[src/rtl/plcp_descrambler.sv]
// PLCP DATA-field descrambler for x^7+x^4+1: seeds from SERVICE bits 0..6,
// checks SERVICE bits 7..15 are zero, then emits exactly 8*Length PSDU bits.
module plcp_descrambler #(
    parameter int LEN_WIDTH = 12
) (
    input  logic                 Clock,
    input  logic                 Reset,
    input  logic                 Start,
    input  logic [LEN_WIDTH-1:0] Length,
    input  logic                 InValid,
    input  logic                 Input,
    output logic                 Output,
    output logic                 OutValid,
    output logic                 Done,
    output logic                 ServiceError,
    output logic                 Busy,
    output logic [2:0]           DebugState
);

    // Input is consumed on a rising edge only when InValid=1 (no backpressure);
    // OutValid/Done are single-cycle strobes registered on that same edge.
    localparam int CW = LEN_WIDTH + 3;

    typedef enum logic [2:0] {
        S_IDLE    = 3'd0,
        S_SEED    = 3'd1,
        S_SERVICE = 3'd2,
        S_DATA    = 3'd3,
        S_FLUSH   = 3'd4
    } state_e;

    state_e               state_q;
    logic [6:0]           scr_q;      // scr_q[6] is s7, scr_q[0] is s1
    logic [CW-1:0]        cnt_q;
    logic [LEN_WIDTH-1:0] len_q;
    logic                 out_q;
    logic                 out_valid_q;
    logic                 done_q;
    logic                 svc_err_q;

    logic                 key;
    logic                 plain;
    logic [CW-1:0]        cnt_inc;
    logic [CW-1:0]        data_bits;

    assign key       = scr_q[6] ^ scr_q[3];
    assign plain     = Input ^ key;
    assign cnt_inc   = cnt_q + 1'b1;
    assign data_bits = {len_q, 3'b000};

    always_ff @(posedge Clock or posedge Reset) begin
        if (Reset) begin
            state_q     <= S_IDLE;
            scr_q       <= 7'h7F;
            cnt_q       <= '0;
            len_q       <= '0;
            out_q       <= 1'b0;
            out_valid_q <= 1'b0;
            done_q      <= 1'b0;
            svc_err_q   <= 1'b0;
        end else begin
            out_valid_q <= 1'b0;
            done_q      <= 1'b0;
            if (Start) begin
                // A Start-cycle bit is SERVICE bit 0 of the new frame
                state_q   <= S_SEED;
                len_q     <= Length;
                svc_err_q <= 1'b0;
                if (InValid) begin
                    scr_q <= {scr_q[5:0], Input};
                    cnt_q <= CW'(1);
                end else begin
                    cnt_q <= '0;
                end
            end else if (InValid) begin
                case (state_q)
                    S_SEED: begin
                        scr_q <= {scr_q[5:0], Input};
                        if (cnt_q == CW'(6)) begin
                            cnt_q   <= '0;
                            state_q <= S_SERVICE;
                        end else begin
                            cnt_q <= cnt_inc;
                        end
                    end
                    S_SERVICE: begin
                        scr_q <= {scr_q[5:0], key};
                        if (plain) svc_err_q <= 1'b1;
                        if (cnt_q == CW'(8)) begin
                            cnt_q <= '0;
                            if (len_q == '0) begin
                                state_q <= S_FLUSH;
                                done_q  <= 1'b1;
                            end else begin
                                state_q <= S_DATA;
                            end
                        end else begin
                            cnt_q <= cnt_inc;
                        end
                    end
                    S_DATA: begin
                        scr_q       <= {scr_q[5:0], key};
                        out_q       <= plain;
                        out_valid_q <= 1'b1;
                        if (cnt_inc == data_bits) begin
                            cnt_q   <= '0;
                            done_q  <= 1'b1;
                            state_q <= S_FLUSH;
                        end else begin
                            cnt_q <= cnt_inc;
                        end
                    end
                    default: ;
                endcase
            end
        end
    end

    assign Output       = out_q;
    assign OutValid     = out_valid_q;
    assign Done         = done_q;
    assign ServiceError = svc_err_q;
    assign Busy         = (state_q == S_SEED) || (state_q == S_SERVICE) || (state_q == S_DATA);
    assign DebugState   = state_q;

endmodule

[config.mk]
export PLATFORM = sky130hd
export DESIGN_NAME = plcp_descrambler
export DESIGN_NICKNAME = d
export VERILOG_FILES = /design/src/rtl/plcp_descrambler.sv
export SDC_FILE = /design/constraint.sdc
export NUM_CORES = 1
export LEC_CHECK = 0
export BUFFER_PORTS_ARGS = -buffer_cell sky130_fd_sc_hd__buf_2
export CORE_AREA = 2 2 70 72
export CTS_BUF_LIST = sky130_fd_sc_hd__clkbuf_8
export DETAILED_ROUTE_END_ITERATION = 6
export DIE_AREA = 0 0 72 74
export PLACE_DENSITY = 0.9
export SLEW_MARGIN = 20
export SYNTH_ARGS = -nofsm -noshare
export SYNTH_HDL_FRONTEND = slang
export SYNTH_SLANG_ARGS = --single-unit
[constraint.sdc]
create_clock -name Clock -period 2.9 [get_ports Clock]
set_input_delay 0.58 -clock Clock [delete_from_list [all_inputs] [get_ports Clock]]
set_output_delay 0.58 -clock Clock [all_outputs]
set_load 0.03 [all_outputs]
* Yosys cells after proc, flatten, opt, wreduce, memory -nomap -nowiden
Index checks and enable logic that the tools add are counted. W data, S select, Z words.
Cells by class: reduce and logical (&&, ||, !) cells 14, muxes and demuxes 31, $add $sub $neg 1, eq/ne operators 9, bitwise operators 3
Operator list (count):
- $mux W15 | 5
- $pmux W15 S3 | 1
- $mux W7 | 3
- $mux W3 | 6
- $add A15 B1 Y15 const B | 1
- $eq A15 B15 Y1 | 1
- $eq A15 B3 Y1 const B | 1
- $eq A15 B4 Y1 const B | 1
- $pmux W7 S2 | 1
- $mux W1 | 13
- $logic_not A12 Y1 | 1
- $ne A3 B3 Y1 const B | 3
- $pmux W3 S3 | 1
- $eq A3 B2 Y1 const B | 2
- $reduce_and A3 Y1 | 2
- $reduce_bool A2 Y1 | 3
- $reduce_and A5 Y1 | 1
- $reduce_and A2 Y1 | 2
- $reduce_bool A4 Y1 | 1
- $eq A3 B1 Y1 const B | 1
- $reduce_bool A3 Y1 | 1
- $logic_or A1 B1 Y1 | 2
- $pmux W1 S2 | 1
- $reduce_or A2 Y1 | 1
- 2 further kinds | 3
Word-level totals: bits in registers 41, bits of input ports 17, word-level logic and storage cells 66, output and inout bits 8

* Depth between registers and ports, before layout
depth after elaboration 6, mapped depth 9, gate-level depth less buffers 8

* Worst setup path before layout
Ideal clock, no wire load.
kind register to register, start point register state_q[0], in the netlist DebugState[0], end point register cnt_q[2], buffers on the path 1, clock period less this slack 2.470 ns, setup time 0.095 ns, arrival time 2.375 ns, required time 2.805 ns, stages on the path, launching flop included 8, slack 0.430 ns, cells stage by stage dfrtp_1 > nor2_1 > nor2_1 > nand2_1 > nor3_2 > clkbuf_1 > o21ai_0 > o31ai_1
On the way: longest elaborated chain between the ends 4, elaborated cells between the ends (all ways) 8, those cells by class eq/ne (3); mux (3); reduce/logical (2)
RTL lines:
- start: declaration | line 32 | state_e state_q;
- start signal: assignment | line 53 | state_q <= S_IDLE;
- start signal: assignment | line 66 | state_q <= S_SEED;
- start signal: assignment | line 81 | state_q <= S_SERVICE;
- $eq A3 B2 Y1 / $eq A3 B1 Y1 (equally long branches) | line 76 | case (state_q)
- $pmux W15 S3 | line 76
- $mux W15 | line 75 | end else if (InValid) begin
- $mux W15 | line 64 | if (Start) begin
- end signal: assignment | line 83 | cnt_q <= cnt_inc;
- end signal: assignment | line 98 | cnt_q <= cnt_inc;
- end signal: assignment | line 110 | cnt_q <= cnt_inc;
- end: declaration | line 34 | logic [CW-1:0] cnt_q;
Several ways; a longest one is shown, not always the timed one. The select of a mux whose other input is x is not followed. A chain may end at the register's enable or synchronous reset.

* Worst setup path after layout
start point register cnt_q[0], end point register cnt_q[3]
On the way: longest elaborated chain between the ends 6, elaborated cells between the ends (all ways) 10, those cells by class add/sub (1); eq/ne (3); mux (6)
RTL lines:
- $add A15 B1 Y15 | line 48 | assign cnt_inc = cnt_q + 1'b1;
- $eq A15 B15 Y1 | line 105 | if (cnt_inc == data_bits) begin
- $mux W15 | line 105
- $pmux W15 S3 (*) | line 76
- $mux W15 (*) | line 75
- $mux W15 (*) | line 64
Mark *: on every way between the ends. The rest lies on a longest branch, timed or not. The select of a mux whose other input is x is not followed.

==> results.py <==
metrics = {
    "outcome": {
        "status": "finished clean",
    },
    "sta": {
        "fin_hold_ws_ns": 0.4136,
        "drv_slew": 0,
        "worst_slack_ns": 0.2018,
        "period_needed_ns": 2.698,
        "timing.fmax_mhz": 370.6,
        "hold_violations": 0,
        "rsz0062_at_grt": "false",
        "fin_crit_sh": 0.9304,
        "fin_setup_tns_ns": 0,
        "setup_violations": 0,
        "fin_skew_ns": 0.01471,
        "worstMarginPinSlew_ns": 0.6362,
        "slew_headroom": 0.5735,
    },
    "place": {
        "gp_congestion": 1.005,
        "dpl_cell_area_um2": 2769,
        "dp_worst_setup_slack_ns": 0.2136,
        "portBuffers": 24,
        "placedCellCount": 332,
        "hpwl_mm": 4.491,
    },
    "die": {
        "die_x_um": 72,
        "die_h_um": 74,
        "dieArea_um2": 5328,
        "rows": 25,
        "start_util": 0.5788,
        "io_pins": 25,
        "core-area_um2": 4598,
    },
    "power": {
        "power.density_nw_per_um2": 439.0,
        "internal-power_mw": 0.9031,
        "seqPwrFrac": 0.543,
        "p_sw_mw": 0.3504,
        "p_leak_nw": 1.229,
        "vdd_drop_max_uv": 396.1,
        "clockPowerShare": 0.292,
        "fin_total_pwr_mw": 1.254,
        "p_comb_frac": 0.165,
        "switching_share": 0.2795,
    },
    "clock_network": {
        "post-cts-setup-buffer-count": 0,
        "cts-root-buf": "clkbuf_8",
        "ctsLongestPathBuffers": 2,
        "clock_insertion_delay_worst_skew_ns": 0.30,
        "numClockSinks": 41,
        "cts_max_level": 2,
        "cts_made_buffers": 5,
        "cts_hold_buf": 0,
        "tritoncts": "done",
        "cts_resized": 0,
        "cts.clk_slew.worst_paths_ns": 0.09,
    },
    "yosys": {
        "ys_warn_count": 0,
        "synth-edff-count": 0,
        "syn_area_um2": 2661,
        "syn_area_per_cell_um2": 10.04,
        "syn_inst": 265,
        "syn_nets": 285,
        "yosys.cell_types.count": 62,
        "ys_seq_area_frac": 0.3888,
        "ys.flop_type": "dfrtp_1",
        "async_flop_share": 1.000,
        "ys_ff_latch": 41,
    },
    "detailed_routing": {
        "vias_per_cell": 6.524,
        "antenna_left": 0,
        "routed_wl_mm": 6.192,
        "first_pass_iters": 5,
        "via_count": 2218,
        "drc_errors": 0,
        "drtIter0Drc": 164,
        "routedWlPerCell_um": 18.21,
    },
    "final_layout": {
        "nets": 305,
        "nFillCells": 344,
        "area_growth_pct": 7.287,
        "multi_input_area_um2": 1488,
        "final_cell_area_um2": 2855,
        "drive_above_1_share": 0.3147,
        "stdcell_count": 340,
        "diodes": 0,
        "seq_area_um2": 1035,
        "fin_util": 0.6210,
    },
    "worst_setup_path": {
        "startpoint_type": "flip-flop",
        "cp-end-kind": "flip-flop",
        "critical_path_class": "reg -> reg",
        "critPathMaxFanout": 10,
        "cp.arrival_ns": 2.87,
        "required_ns": 3.07,
        "regToRegSetupSlack_ns": 0.20,
        "rr_endpoint": "cnt_q[3]",
        "reg2reg_from": "cnt_q[0]",
        "reg2regPathDepth": 8,
    },
    "global_routing": {
        "grt_pass1_wl_mm": 10.62,
        "grt_max_degree": 42,
        "grt_pass1_vias": 2152,
        "overflow": 0,
        "antenna_found_initial": 0,
        "gr-usage-all-layers": 0.2592,
    },
    "worst_hold_path": {
        "worstHoldPathType": "in -> async",
    },
    "run": {
        "max_cap_viol_count": 0,
    },
}
-- worst max path at each step --
| stage | from | endpoint | slack [ns] | cells past startpoint |
|---|---|---|---|---|
| finish | cnt_q[0] | cnt_q[3] | 0.20 | 8 |
| global route | cnt_q[0] | cnt_q[3] | 0.03 | 8 |
| CTS | cnt_q[0] | cnt_q[3] | 0.19 | 8 |
| detailed placement | cnt_q[3] | cnt_q[3] | 0.21 | 6 |
| global placement | cnt_q[3] | cnt_q[3] | 0.30 | 6 |
| floorplan | DebugState[0] | cnt_q[2] | 0.43 | 7 |
-- synth_stat cells, types with 3 or more instances --
master | instances | share of area
dfrtp_1 | 34 | 0.32
nand2_1 | 22 | 0.031
mux2_2 | 19 | 0.080
nor2_1 | 19 | 0.027
xnor2_1 | 15 | 0.049
o21ai_0 | 14 | 0.026
nand3_1 | 12 | 0.023
a31oi_1 | 11 | 0.026
clkbuf_1 | 8 | 0.011
inv_1 | 8 | 0.011
a22o_2 | 7 | 0.026
dfstp_2 | 7 | 0.069
nor4_1 | 7 | 0.016
buf_6 | 4 | 0.017
nor3_1 | 4 | 0.0075
xor2_1 | 4 | 0.013
ha_1 | 3 | 0.014
o211ai_1 | 3 | 0.0085
o31ai_1 | 3 | 0.0085
or2_1 | 3 | 0.0071
or3_2 | 3 | 0.0085
-- registers in the layout, indices dropped and copies added (netlist names) --
register / cells
cnt_q: 15
len_q: 12
scr_q: 7
DebugState: 3
Done: 1
OutValid: 1
Output: 1
ServiceError: 1
-- area by class of cell --
| cell class | instances | share of cell area |
|---|---|---|
| Clock buffer | 5 | 0.02410 |
| Sequential cell | 41 | 0.3624 |
| Clock inverter | 3 | 0.005697 |
| Timing Repair Buffer | 28 | 0.05259 |
| Inverter | 8 | 0.01052 |
| Tap cell | 54 | 0.02366 |
| Multi-Input combinational cell | 201 | 0.5210 |
-- critical path: stages, from the launching register on --
cell and delay, ns:
dfrtp_1 0.48, ha_1 0.25, nand3_1 0.16, or2_1 0.30, o31ai_1 0.24, o221a_2 0.27
a41oi_2 0.18, o21a_2 0.33, a311o_1 0.36
-- layout by cell type (no fill, tap or decap), drive strengths merged, types with 3 or more instances in the layout --
cell | Yosys | routed
a22o | 9 | 9
a31oi | 11 | 11
buf | 5 | 28
clkbuf | 10 | 5
dfrtp | 34 | 34
dfstp | 7 | 7
ha | 3 | 3
inv | 8 | 10
mux2 | 19 | 19
nand2 | 22 | 22
nand3 | 13 | 13
nand4 | 4 | 4
nor2 | 19 | 19
nor3 | 5 | 5
nor4 | 8 | 8
o211ai | 3 | 3
o21ai | 15 | 15
o31ai | 4 | 4
or2 | 5 | 5
or3 | 6 | 6
xnor2 | 15 | 15
xor2 | 4 | 4
-- kinds of logic after synthesis --
group,after synthesis,synth area share
simple gates,96,0.2083
compound gates,64,0.1932
flops,41,0.3888
buf+inv,23,0.05266
xor+xnor,19,0.06253
mux,19,0.08040
fa+ha+maj,3,0.01411
-- power groups by stage --
stage,combinational [mW],sequential (mW),clock [mW]
2_1_floorplan,0.157,0.680,0
3_3_place_gp,0.197,0.687,0
3_5_place_dp,0.208,0.692,0
4_1_cts,0.208,0.681,0.370
5_1_grt,0.231,0.686,0.398
6_report,0.207,0.681,0.366
-- routing by layer --
metal	vias up	part of all wire	global-route usage
met5	-	0	0
met4	0	0.019	0.1111
met3	11	0.064	0.04607
met2	95	0.51	0.4228
met1	1088	0.40	0.3442
li1	1024	-	-
No activity file was read; power rests on OpenSTA's default activity.
